<file path="src/rtl/mem_ctrl_pkg.sv">
// mem_ctrl_pkg
// Shared definitions for the memory front-end of the multi-cycle core:
//   state_e : controller state encoding (IDLE, BUSY, ERR)
//   CNT_W   : width of the BUSY-cycle timeout counter
package mem_ctrl_pkg;

    localparam int CNT_W = 16;

    typedef enum logic [1:0] {
        IDLE = 2'd0,
        BUSY = 2'd1,
        ERR  = 2'd2
    } state_e;

endpackage

</file>
<file path="src/rtl/mem_timeout_counter.sv">
// mem_timeout_counter
// Counts BUSY cycles of one memory transaction and flags the cycle that
// would be the TIMEOUT-th one without a completion.
// Ports:
//   clk    in  : clock
//   reset  in  : synchronous, active-low
//   clr    in  : zero the count (priority over en)
//   en     in  : count this cycle (one BUSY cycle)
//   hit    out : en is high and this is the TIMEOUT-th enabled cycle
module mem_timeout_counter
    import mem_ctrl_pkg::*;
#(
    parameter int TIMEOUT = 255
) (
    input  logic clk,
    input  logic reset,
    input  logic clr,
    input  logic en,
    output logic hit
);

    // The count equals the number of BUSY cycles already completed, so the
    // current cycle is the TIMEOUT-th one when the count is TIMEOUT-1.
    localparam logic [CNT_W-1:0] LIMIT = CNT_W'(TIMEOUT - 1);

    logic [CNT_W-1:0] count;

    always_ff @(posedge clk) begin
        if (!reset) begin
            count <= '0;
        end else if (clr) begin
            count <= '0;
        end else if (en && (count != '1)) begin
            count <= count + 1'b1;
        end
    end

    assign hit = en && (count == LIMIT);

endmodule

</file>
<file path="src/rtl/mem_access_ctrl.sv">
// mem_access_ctrl
// Memory front-end between the core's control FSM and a variable-latency
// unified memory. Converts single-cycle mem_read/mem_write strobes into a
// held req/ready transaction, captures IR and MDR, and stalls the FSM until
// the access completes.
//
// Handshake: mem_req is high exactly while in BUSY; mem_addr, mem_we and
// mem_din are stable for the whole time mem_req is high. A transfer
// completes in any BUSY cycle where mem_ready is high. mem_ready is ignored
// outside BUSY.
//
// Optional feature: define MEM_ALIGN_CHECK_EN to turn a misaligned access
// (selected address bits [1:0] non-zero) into an immediate bus error with
// no request issued.
//
// Ports:
//   clk, reset          : clock, synchronous active-low reset
//   mem_read, mem_write : commands from the control FSM (write wins)
//   i_or_d              : address select, 0 = pc, 1 = alu_out
//   IR_write            : a completed fetch updates ir
//   pc, alu_out, wdata  : fetch address, data address, store data
//   mem_req, mem_we     : memory request / write enable
//   mem_addr, mem_din   : memory address / write data
//   mem_ready, mem_dout : memory completion / read data
//   ir, mdr             : instruction and memory data registers
//   stall               : FSM and datapath must hold
//   bus_err             : sticky error (timeout or misalignment)
//   dbg_state           : current controller state
module mem_access_ctrl
    import mem_ctrl_pkg::*;
#(
    parameter int XLEN    = 32,
    parameter int TIMEOUT = 255
) (
    input  logic            clk,
    input  logic            reset,
    input  logic            mem_read,
    input  logic            mem_write,
    input  logic            i_or_d,
    input  logic            IR_write,
    input  logic [XLEN-1:0] pc,
    input  logic [XLEN-1:0] alu_out,
    input  logic [XLEN-1:0] wdata,
    output logic            mem_req,
    output logic            mem_we,
    output logic [XLEN-1:0] mem_addr,
    output logic [XLEN-1:0] mem_din,
    input  logic            mem_ready,
    input  logic [XLEN-1:0] mem_dout,
    output logic [XLEN-1:0] ir,
    output logic [XLEN-1:0] mdr,
    output logic            stall,
    output logic            bus_err,
    output state_e          dbg_state
);

    state_e          state, next_state;
    logic            cmd;
    logic [XLEN-1:0] sel_addr;
    logic            start;
    logic            complete;
    logic            hit;

    logic [XLEN-1:0] req_addr;
    logic [XLEN-1:0] req_din;
    logic            req_we;
    logic            req_to_ir;
    logic            aborted;

    assign cmd      = mem_read | mem_write;
    assign sel_addr = i_or_d ? alu_out : pc;

    mem_timeout_counter #(
        .TIMEOUT(TIMEOUT)
    ) u_timeout (
        .clk  (clk),
        .reset(reset),
        .clr  (state == IDLE),
        .en   (state == BUSY),
        .hit  (hit)
    );

    always_ff @(posedge clk) begin
        if (!reset) begin
            state <= IDLE;
        end else begin
            state <= next_state;
        end
    end

    always_comb begin
        next_state = state;
        start      = 1'b0;
        complete   = 1'b0;
        case (state)
            IDLE: begin
                if (cmd) begin
`ifdef MEM_ALIGN_CHECK_EN
                    if (sel_addr[1:0] != 2'b00) begin
                        next_state = ERR;
                    end else begin
                        next_state = BUSY;
                        start      = 1'b1;
                    end
`else
                    next_state = BUSY;
                    start      = 1'b1;
`endif
                end
            end
            BUSY: begin
                // Completion wins over a timeout landing in the same cycle.
                if (mem_ready) begin
                    next_state = IDLE;
                    complete   = 1'b1;
                end else if (hit) begin
                    next_state = ERR;
                end
            end
            ERR: begin
                next_state = ERR;
            end
            default: begin
                next_state = IDLE;
            end
        endcase
    end

    // Request registers, abort tracking and result capture.
    always_ff @(posedge clk) begin
        if (!reset) begin
            req_addr  <= '0;
            req_din   <= '0;
            req_we    <= 1'b0;
            req_to_ir <= 1'b0;
            aborted   <= 1'b0;
            ir        <= '0;
            mdr       <= '0;
        end else begin
            if (start) begin
                req_addr  <= sel_addr;
                req_din   <= wdata;
                req_we    <= mem_write;
                req_to_ir <= IR_write & ~i_or_d;
                aborted   <= 1'b0;
            end else if ((state == BUSY) && !cmd) begin
                // Once the command has been withdrawn the transfer still runs
                // to completion, but its data is never captured.
                aborted <= 1'b1;
            end

            if (complete && cmd && !aborted && !req_we) begin
                if (req_to_ir) begin
                    ir <= mem_dout;
                end else begin
                    mdr <= mem_dout;
                end
            end
        end
    end

    assign mem_req   = (state == BUSY);
    assign mem_we    = req_we;
    assign mem_addr  = req_addr;
    assign mem_din   = req_din;
    assign bus_err   = (state == ERR);
    assign stall     = (cmd & ~((state == BUSY) & mem_ready)) | (state == ERR);
    assign dbg_state = state;

endmodule

</file>
<file path="config.mk">
export PLATFORM = sky130hd
export DESIGN_NAME = mem_access_ctrl
export DESIGN_NICKNAME = d
export VERILOG_FILES = /design/src/rtl/mem_ctrl_pkg.sv /design/src/rtl/mem_timeout_counter.sv /design/src/rtl/mem_access_ctrl.sv
export SDC_FILE = /design/constraint.sdc
export NUM_CORES = 1
export LEC_CHECK = 0
export CAP_MARGIN = 20
export CORE_UTILIZATION = 45
export DETAILED_ROUTE_END_ITERATION = 6
export PLACE_DENSITY_LB_ADDON = 0.25
export SLEW_MARGIN = 40
export SYNTH_ARGS = -nofsm -noshare
export SYNTH_HDL_FRONTEND = slang
export SYNTH_SLANG_ARGS = --single-unit
</file>
<file path="constraint.sdc">
create_clock -name clk -period 3.84 [get_ports clk]
set_input_delay 0.768 -clock clk [delete_from_list [all_inputs] [get_ports clk]]
set_output_delay 0.768 -clock clk [all_outputs]
set_load 0.02 [all_outputs]
</file>
==> metrics.md, run 1 <==
| Metric | Value |
|---|---|
| Outcome | complete, no violations |
| Crit path depth | 4 |
| Worst EP required | slightly above 3 ns |
| Skew final | roughly 0.0096 ns |
| Worst reg-to-reg path cell count | 6 |
| Reg2reg end | u_timeout.count[15] |
| DRC Markers | 0 |
| Antenna Nets Post-Route | 0 |
| Fill cells | 1010 |
| Fmax | 0.317 GHz |
| Initial DRC Count | ~270 |
| Number of vias per cell | 5.20 |
| H-tree levels | 4 |
| Total track usage | 0.246 |
| CP Capture Type | primary output |
| Rel. slew slack | 0.473 |
| P per Cell Area | between 400 and 500 nW/um2 |
| Synth Register Bits | ~150 |
| Mapped Area | just over 6000 um2 |
| Drt total wl | 17.3 mm |
| Final hold violation count | 0 |
| Initial antenna violation count | 0 |
| Max stage delay cell, worst path | clkdlybuf4s50_1 |
| Global placement routability congestion | approximately 0.82 |
| Worst VDD drop | approximately 0.33 mV |
| Initial Util | 0.464 |
| Setup TNS | 0 ns |
| Postcts setup bufs | 0 |
| Critical Path, Cell by Cell | clkdlybuf4s50_1 > nor2_1 > o21bai_1 > clkdlybuf4s50_1 |
| CP most frequent cell | clkdlybuf4s50_1 |
| Critical path class | input pin to primary output |
| R2R Setup Slk | 1.71 ns |
| Maximum buffer depth of the clock tree | 2 |
| Clock Sink Count | ~150 |
| CTS tree | built |
| CP Launch Type | input pin |
| Hold Buf Count CTS | 0 |
| Via count | 5709 |
| Ys flop type | dfxtp_1 |
| Seq/Total Area, Yosys | 0.481 |
| Post-DP HPWL | between 10 and 15 mm |
| Leakage power total | 3.97 nW |
| Crit Path Max Fanout | 6 |
| Post-synth ARST share | 0 |
| Min Tclk post-route | roughly 3.2 ns |
| First-pass GRT wire length | 27.5 mm |
| Area Overhead vs Synth | 53.8% |
| Final period util | 0.823 |
| Port bufs | 268 |
| Crit-path leading delay family | buffers and inverters |
| Reg-to-reg startpoint | u_timeout.count[0] |
| Avg WL per Cell | around 16 um |
| Net Count, Synth | 798 |
| DRT Pass-1 Iters | 5 |
| Post-synthesis average cell area | between 9 and 10 um2 |
| Die Height | about 120 um |
| Least-Margin Pin Slew | a little under 0.8 ns |
| Post-layout util | 0.714 |
| Worst stage delay on the critical path | roughly 0.58 ns |
| Layout cells sized above 1 | 0.0597 |
| Bufs and invs on worst path | 2 |
| Ys Warns | 0 |
| Final net count | around 1.0k |
| Core Area | about 13000 um2 |
| Arr. time, crit path | between 2 and 2.5 ns |
| CTS clk-pin slew, worst paths | ~0.050 ns |
| Critical path endpoint | stall |
| Post-CTS sizing | 0 |
| Root buf cell | clkbuf_16 |
| Clk_lat worst skew | around 0.41 ns |
| CP Launch Point | mem_write |
| Max_cap viols | 0 |
| Number of synthesized flops with an enable pin | 0 |
| N_diodes | 0 |
| Vias in the first global route | 5772 |
| Grt ovf | 0 |
| Post-Syn Instances | around 660 |
| Number of buffers created by CTS | 17 |
| Row count | 42 |
| Ports | 269 |
| Hold WC Path Type | flip-flop to flip-flop |
| Largest net degree at the start of global routing | 74 |
| RSZ-0062 raised after global routing | false |
| Die area | between 10000 and 15000 um2 |
| Setup violators final | 0 |
| Width of the die | 119 um |
| Fin. max-slew vios | 0 |
| Synth unique cells | 48 |
==> layout by cell type (no fill, tap or decap), types with 2 or more instances in the layout <==
cell,count
buf_12,2
a21boi_1,4
o21ai_0,3
ha_1,2
o211a_1,33
clkbuf_1,3
clkbuf_16,17
buf_4,10
nor2b_1,34
nor4_1,2
bufinv_16,2
clkdlybuf4s50_1,266
o21ai_1,6
clkinv_2,4
mux2i_1,66
nand3_1,8
o31ai_1,7
clkbuf_8,2
nor2_1,5
dfxtp_1,149
or3_1,4
a21boi_0,63
a21oi_1,14
nand2b_1,2
o21ai_2,2
nand4b_1,2
clkinvlp_4,2
or4_1,8
nand4_1,5
nand2_1,169
nor3_1,2
==> metal layers <==
metal | vias up | GRT usage | part of all wire
li1 | 2769 | - | -
met1 | 2657 | 0.264 | 0.39
met2 | 235 | 0.434 | 0.50
met3 | 48 | 0.0771 | 0.067
met4 | 0 | 0.123 | 0.039
met5 | - | 0 | 0
==> cells by family (layout without fill, tap and decap cells) <==
group,Yosys count,after routing,share of synthesized area
simple gates,258,258,0.200
flops,149,149,0.481
compound gates,135,135,0.167
mux,66,66,0.107
buf+inv,51,311,0.0410
fa+ha+maj,2,2,0.00404
==> worst reg2reg max path: cells and delay by family (launching register included) <==
family,cells,cell delay [ns]
AND/OR/NAND/NOR,3,0.90
buffers and inverters,1,0.31
AO/OA/AOI/OAI,1,0.06
flip-flops,1,0.41
adder cells (fa/ha/maj),1,0.30
==> layout make-up <==
class                           count  area [um2]  area share
Sequential cell                   149        2980       0.313
Timing Repair Buffer              278        2780       0.291
Inverter                            2        10.0     0.00105
Multi-Input combinational cell    461        2980       0.312
Clock inverter                      9         104      0.0109
Clock buffer                       22         464      0.0487
Tap cell                          176         220      0.0231
==> where the power goes <==
| part | switching (mW) | internal, mW | leakage [nW] | total (mW) |
|---|---|---|---|---|
| clock | 0.607 | 0.983 | 0.276 | 1.59 |
| sequential | 0.0554 | 1.64 | 1.22 | 1.69 |
| combinational | 0.363 | 0.388 | 2.47 | 0.751 |
==> synth_stat cells, types with 6 or more instances <==
cell,n,area (um2)
nand3_1,8,40.0
o31ai_1,7,52.6
nor2b_1,34,213
nand2_1,169,634
or4_1,8,60.1
o211a_1,33,330
clkbuf_1,30,113
a21boi_0,63,473
a21oi_1,14,70.1
o21ai_1,8,40.0
dfxtp_1,149,2980
buf_2,10,50.1
mux2i_1,66,661
buf_4,6,45.0
==> registers in the layout, indices dropped and copies added (netlist names) <==
register and flops:
aborted 1, dbg_state 2, ir 32, mdr 32
mem_addr 32, mem_din 32, mem_we 1, req_to_ir 1
u_timeout.count 16
==> stage by stage <==
stage,cells,power (mW),hold WS [ns],worst slack [ns],instance area [um2]
after floorplan,661,2.07,0.448,1.75,6200
after global placement,1066,2.46,0.441,0.766,8960
after detailed placement,1066,2.48,0.456,0.738,8960
after CTS,1097,4.07,0.464,0.694,9530
after global routing,1097,4.20,0.482,0.594,9540
final,1097,4.04,0.459,0.681,9540
==> how the worst min path moves through the flow <==
stage,startpoint,end,slack (ns),cells after the start
finish,mem_din[29],mem_din[29],0.46,2
global route,mdr[8],mdr[8],0.48,2
CTS,mem_din[7],mem_din[7],0.46,2
detailed placement,mem_din[29],mem_din[29],0.46,2
global placement,mdr[19],mdr[19],0.44,2
floorplan,req_to_ir,req_to_ir,0.45,2
Note: power is estimated with default switching activity, not from simulation.
==> inputs of run 2 (changes only) <==
- CORE_UTILIZATION: 45 -> 38
- clock period: 3.84 -> 2.54 ns (I/O delays scaled with it)
==> metrics.md, run 2 (synthesized netlist as in run 1, its figures left out) <==
| Metric | Value |
|---|---|
| Fin. max-slew vios | 0 |
| Leakage power total | 4.00 nW |
| CTS clk-pin slew, worst paths | approximately 0.060 ns |
| Switching share of total power | 0.265 |
| Root buf cell | clkbuf_16 |
| Number of vias per cell | approximately 4.8 |
| Final period util | 0.986 |
| Skew final | ~0.0085 ns |
| Arr. time, crit path | 2.00 ns |
| P_int | approximately 4.4 mW |
| Outcome | complete, no violations |
| Via count | between 5k and 6k |
| Most frequent cells in the layout | clkdlybuf4s50_1 (266), nand2_1 (169), dfxtp_1 (147), mux2i_1 (66), a21boi_0 (63) |
| Rel. slew slack | 0.650 |
| Port bufs | around 270 |
| Width of the die | about 130 um |
| Initial Util | 0.390 |
| Setup ws final | between 0.03 and 0.04 ns |
| Grt ovf | 0 |
| Hold Buf Count CTS | 0 |
| Total track usage | 0.198 |
| Maximum buffer depth of the clock tree | 2 |
| Seq pwr share | 0.423 |
| H-tree levels | 4 |
| Worst EP required | ~2.0 ns |
| Crit Path Max Fanout | 2 |
| Die Height | between 100 and 150 um |
| Max_cap viols | 0 |
| Final hold violation count | 0 |
| Final net count | between 1k and 1.5k |
| CTS tree | built |
| Commonest non-fill, non-tap cell in the layout | clkdlybuf4s50_1 |
| DRC Markers | 0 |
| Area Overhead vs Synth | 55.4% |
| Initial DRC Count | just under 300 |
| Least-Margin Pin Slew | between 0.5 and 0.6 ns |
| DRT Pass-1 Iters | 5 |
| First-pass GRT wire length | approximately 26 mm |
| Largest net degree at the start of global routing | 98 |
| Setup violators final | 0 |
| Hold WC Path Type | flip-flop to flip-flop |
| Row count | 46 |
| Ports | 269 |
| Post-DP HPWL | 11.6 mm |
| Antenna Nets Post-Route | 0 |
| Setup TNS | 0 ns |
| Clock Power Share | 0.391 |
| Worst VDD drop | between 0.4 and 0.5 mV |
| Post-Place Worst Slack | 0.0433 ns |
| N_diodes | 0 |
| Drt total wl | ~17 mm |
| Initial antenna violation count | 0 |
| CP Capture Type | primary output |
| Vias in the first global route | between 5k and 6k |
| Die area | approximately 17000 um2 |
| Global placement routability congestion | between 0.7 and 0.8 |
| Core Area | 15900 um2 |
| Combinational share of power | 0.186 |
| Fmax | between 0.3 and 0.4 GHz |
| P per Cell Area | 627 nW/um2 |
| Critical path class | input pin to primary output |
| RSZ-0062 raised after global routing | false |
| Post-Place Cells | around 1.1k |
| Non-Filler Instances | ~1.1k |
| Number of buffers created by CTS | 17 |
| CP Launch Type | input pin |
| Clk_lat worst skew | 0.42 ns |
| Avg WL per Cell | between 10 and 15 um |
| Min Tclk post-route | 2.51 ns |
| Clock Sink Count | 149 |
| Switch Pwr | roughly 1.6 mW |
| Layout cells sized above 1 | 0.0690 |
==> run 2: critical path, cell delays in order <==
cell and delay (ns):
clkdlybuf4s50_1 0.45, and3b_2 0.26, o21bai_1 0.15, clkdlybuf4s50_1 0.63
==> run 2: final timing paths <==
check / to / from / cells past startpoint / slack (ns)
worst max-delay path: stall / mem_ready / 4 / 0.03
worst min-delay path: mdr[24] / mdr[24] / 2 / 0.45
worst max register to register: u_timeout.count[9] / u_timeout.count[0] / 6 / 0.58
worst min register to register: mdr[24] / mdr[24] / 2 / 0.45
==> run 2: layer usage <==
layer  GRT usage  vias to the layer above  part of all wire
met3      0.0775                       22             0.086
met5           0                        -                 0
met2       0.321                      178              0.48
met4      0.0793                        0             0.018
met1       0.233                     2506              0.42
li1            -                     2789                 -
==> run 2: power groups by stage <==
stage	combinational [mW]	sequential (mW)	clock [mW]
6_report	1.12	2.55	2.36
5_1_grt	1.22	2.57	2.54
4_1_cts	1.14	2.55	2.43
3_5_place_dp	1.13	2.60	0
3_3_place_gp	1.13	2.60	0
2_1_floorplan	0.373	2.76	0
==> run 2: what timing repair did <==
| item | CTS | global route |
|---|---|---|
| resized for setup | 1 | 1 |
| setup endpoints to repair | 1 | 1 |
| setup buffers | 0 | 0 |
==> run 2: area by class of cell <==
class                   count  area [um2]
fillers                  1411        6250
flip-flops and latches    149        2990
multi-input cells         461        2970
repair buffers            284        2850
clock buffers              20         447
well taps                 216         270
clock inverters            12         103
inverters                   2        10.0
==> run 2: through the flow <==
step	util	instance area, um2	total power, mW	hold WS (ns)
5_1_grt	0.606	9630	6.32	0.478
3_5_place_dp	0.572	9080	3.74	0.448
6_report	0.606	9630	6.04	0.454
2_1_floorplan	-	6200	3.13	0.448
4_1_cts	0.606	9630	6.12	0.457
3_3_place_gp	0.572	9080	3.73	0.442
==> inputs of run 3 (changes only) <==
- CORE_MARGIN: unset -> 10
==> metrics.md, run 3 (synthesized netlist as in run 1, its figures left out) <==
| Metric | Value |
|---|---|
| Antenna Nets Post-Route | 0 |
| Clk_lat worst skew | just over 0.4 ns |
| Max_cap viols | 0 |
| Width of the die | 148 um |
| Postcts setup bufs | 0 |
| DRC Markers | 0 |
| N_diodes | 0 |
| Die area | roughly 22000 um2 |
| Rel. slew slack | 0.517 |
| Global placement routability congestion | between 0.7 and 0.8 |
| Final net count | 1054 |
| Row count | between 40 and 50 |
| Worst hold stages | 2 |
| H-tree levels | 4 |
| Hold WC Path Type | flip-flop to flip-flop |
| CP Launch Type | flip-flop |
| Vias in the first global route | ~5.7k |
| Avg WL per Cell | ~17 um |
| Worst EP required | a little over 2 ns |
| Port bufs | around 270 |
| Via count | roughly 5.5k |
| Clock Sink Count | 149 |
| Crit Path Max Fanout | 10 |
| Final hold violation count | 0 |
| P per Cell Area | between 600 and 700 nW/um2 |
| Skew final | ~0.011 ns |
| First-pass GRT wire length | 30.8 mm |
| Initial Util | 0.389 |
| Number of vias per cell | 4.84 |
| Commonest non-fill, non-tap cell in the layout | clkdlybuf4s50_1 |
| Area Overhead vs Synth | 57.1% |
| Layout cells sized above 1 | 0.0720 |
| Setup TNS | 0 ns |
| HP Start | mdr[18] |
| Final period util | 0.886 |
| Die Height | about 150 um |
| Min Tclk post-route | ~2.3 ns |
| Initial DRC Count | 223 |
| CTS clk-pin slew, worst paths | 0.06 ns |
| Fin. max-slew vios | 0 |
| Reg-to-reg startpoint | u_timeout.count[0] |
| Post-Place Cells | around 1.1k |
| DRT Pass-1 Iters | 5 |
| Non-Filler Instances | about 1.1k |
| Root buf cell | clkbuf_16 |
| Grt ovf | 0 |
| Outcome | complete, no violations |
| Drt total wl | approximately 20 mm |
| Arr. time, crit path | 1.74 ns |
| Fmax | 0.444 GHz |
| Least-Margin Pin Slew | between 0.7 and 0.8 ns |
| Critical path class | flip-flop to primary output |
| Number of buffers created by CTS | 17 |
| Leakage power total | about 4.1 nW |
| Reg2reg end | u_timeout.count[2] |
| Largest net degree at the start of global routing | between 90 and 100 |
| RSZ-0062 raised after global routing | false |
| Most frequent cells in the layout | clkdlybuf4s50_1 (265), nand2_1 (169), dfxtp_1 (147), mux2i_1 (66), a21boi_0 (63) |
| Fill cells | ~1.4k |
| Worst VDD drop | 0.435 mV |
| Setup violators final | 0 |
| Core Area | 15900 um2 |
| CTS tree | built |
| Maximum buffer depth of the clock tree | 2 |
| Total track usage | 0.175 |
| Initial antenna violation count | 0 |
| Ports | approximately 270 |
| Post-DP HPWL | 14.4 mm |
| Worst reg-to-reg path cell count | 5 |
| CP Capture Type | primary output |
| Hold path endpoint | mdr[18] |
| R2R Setup Slk | about 0.70 ns |
[run 3: changes by cell type in the layout (fill, tap and decap cells not counted), sizes merged]
cell,before,now
bufinv,1,3
clkinvlp,1,2
buf,18,20
clkbuf,20,22
clkdlybuf4s50,266,265
clkinv,7,2
dlymetal6s2s,0,1
[run 3: worst max path at each step]
stage,startpoint,to,slack [ns],cells after the start
6_report,dbg_state[1],mem_req,0.29,3
5_1_grt,dbg_state[1],mem_req,0.20,3
4_1_cts,mem_ready,stall,0.03,4
3_5_place_dp,mem_ready,stall,0.03,4
3_3_place_gp,mem_ready,stall,0.05,4
2_1_floorplan,dbg_state[1],u_timeout.count[10],0.87,7
[run 3: through the flow]
| stage | hold WS, ns | cell area (um2) | setup slack, ns | utilization | power [mW] |
|---|---|---|---|---|---|
| floorplan | 0.448 | 6200 | 0.868 | - | 3.13 |
| global placement | 0.442 | 9110 | 0.0537 | 0.571 | 3.76 |
| detailed placement | 0.445 | 9110 | 0.0344 | 0.571 | 3.77 |
| CTS | 0.453 | 9740 | 0.0339 | 0.611 | 6.43 |
| global route | 0.465 | 9740 | 0.202 | 0.611 | 6.62 |
| finish | 0.451 | 9740 | 0.289 | 0.611 | 6.36 |
[run 3: routing by layer]
metal  GRT usage  routed length, um
met5           0                  0
met4      0.0639                437
met3      0.0708               1640
met2       0.295               9450
met1       0.194               8020
[run 3: cell type report]
| type | instances | area (um2) | area share |
|---|---|---|---|
| well taps | 216 | 270 | 0.0277 |
| flip-flops and latches | 149 | 2990 | 0.307 |
| clock inverters | 10 | 141 | 0.0145 |
| repair buffers | 286 | 2880 | 0.295 |
| inverters | 2 | 10.0 | 0.00103 |
| clock buffers | 22 | 484 | 0.0497 |
| multi-input cells | 461 | 2970 | 0.305 |
[run 3: worst max-delay path: stages (launching register included)]
cell and delay [ns]:
dfxtp_2 0.38, nand2b_1 0.21, inv_4 0.12, clkdlybuf4s50_1 0.62
[run 3: timing repair]
item	in CTS	in global routing
resized for setup	1	2
endpoints found under the setup margin	1	1
hold buffers	0	0
[run 3: power breakdown]
part,switching (mW),internal (mW)
clock,0.984,1.66
sequential,0.0773,2.48
combinational,0.565,0.594
total,1.63,4.73
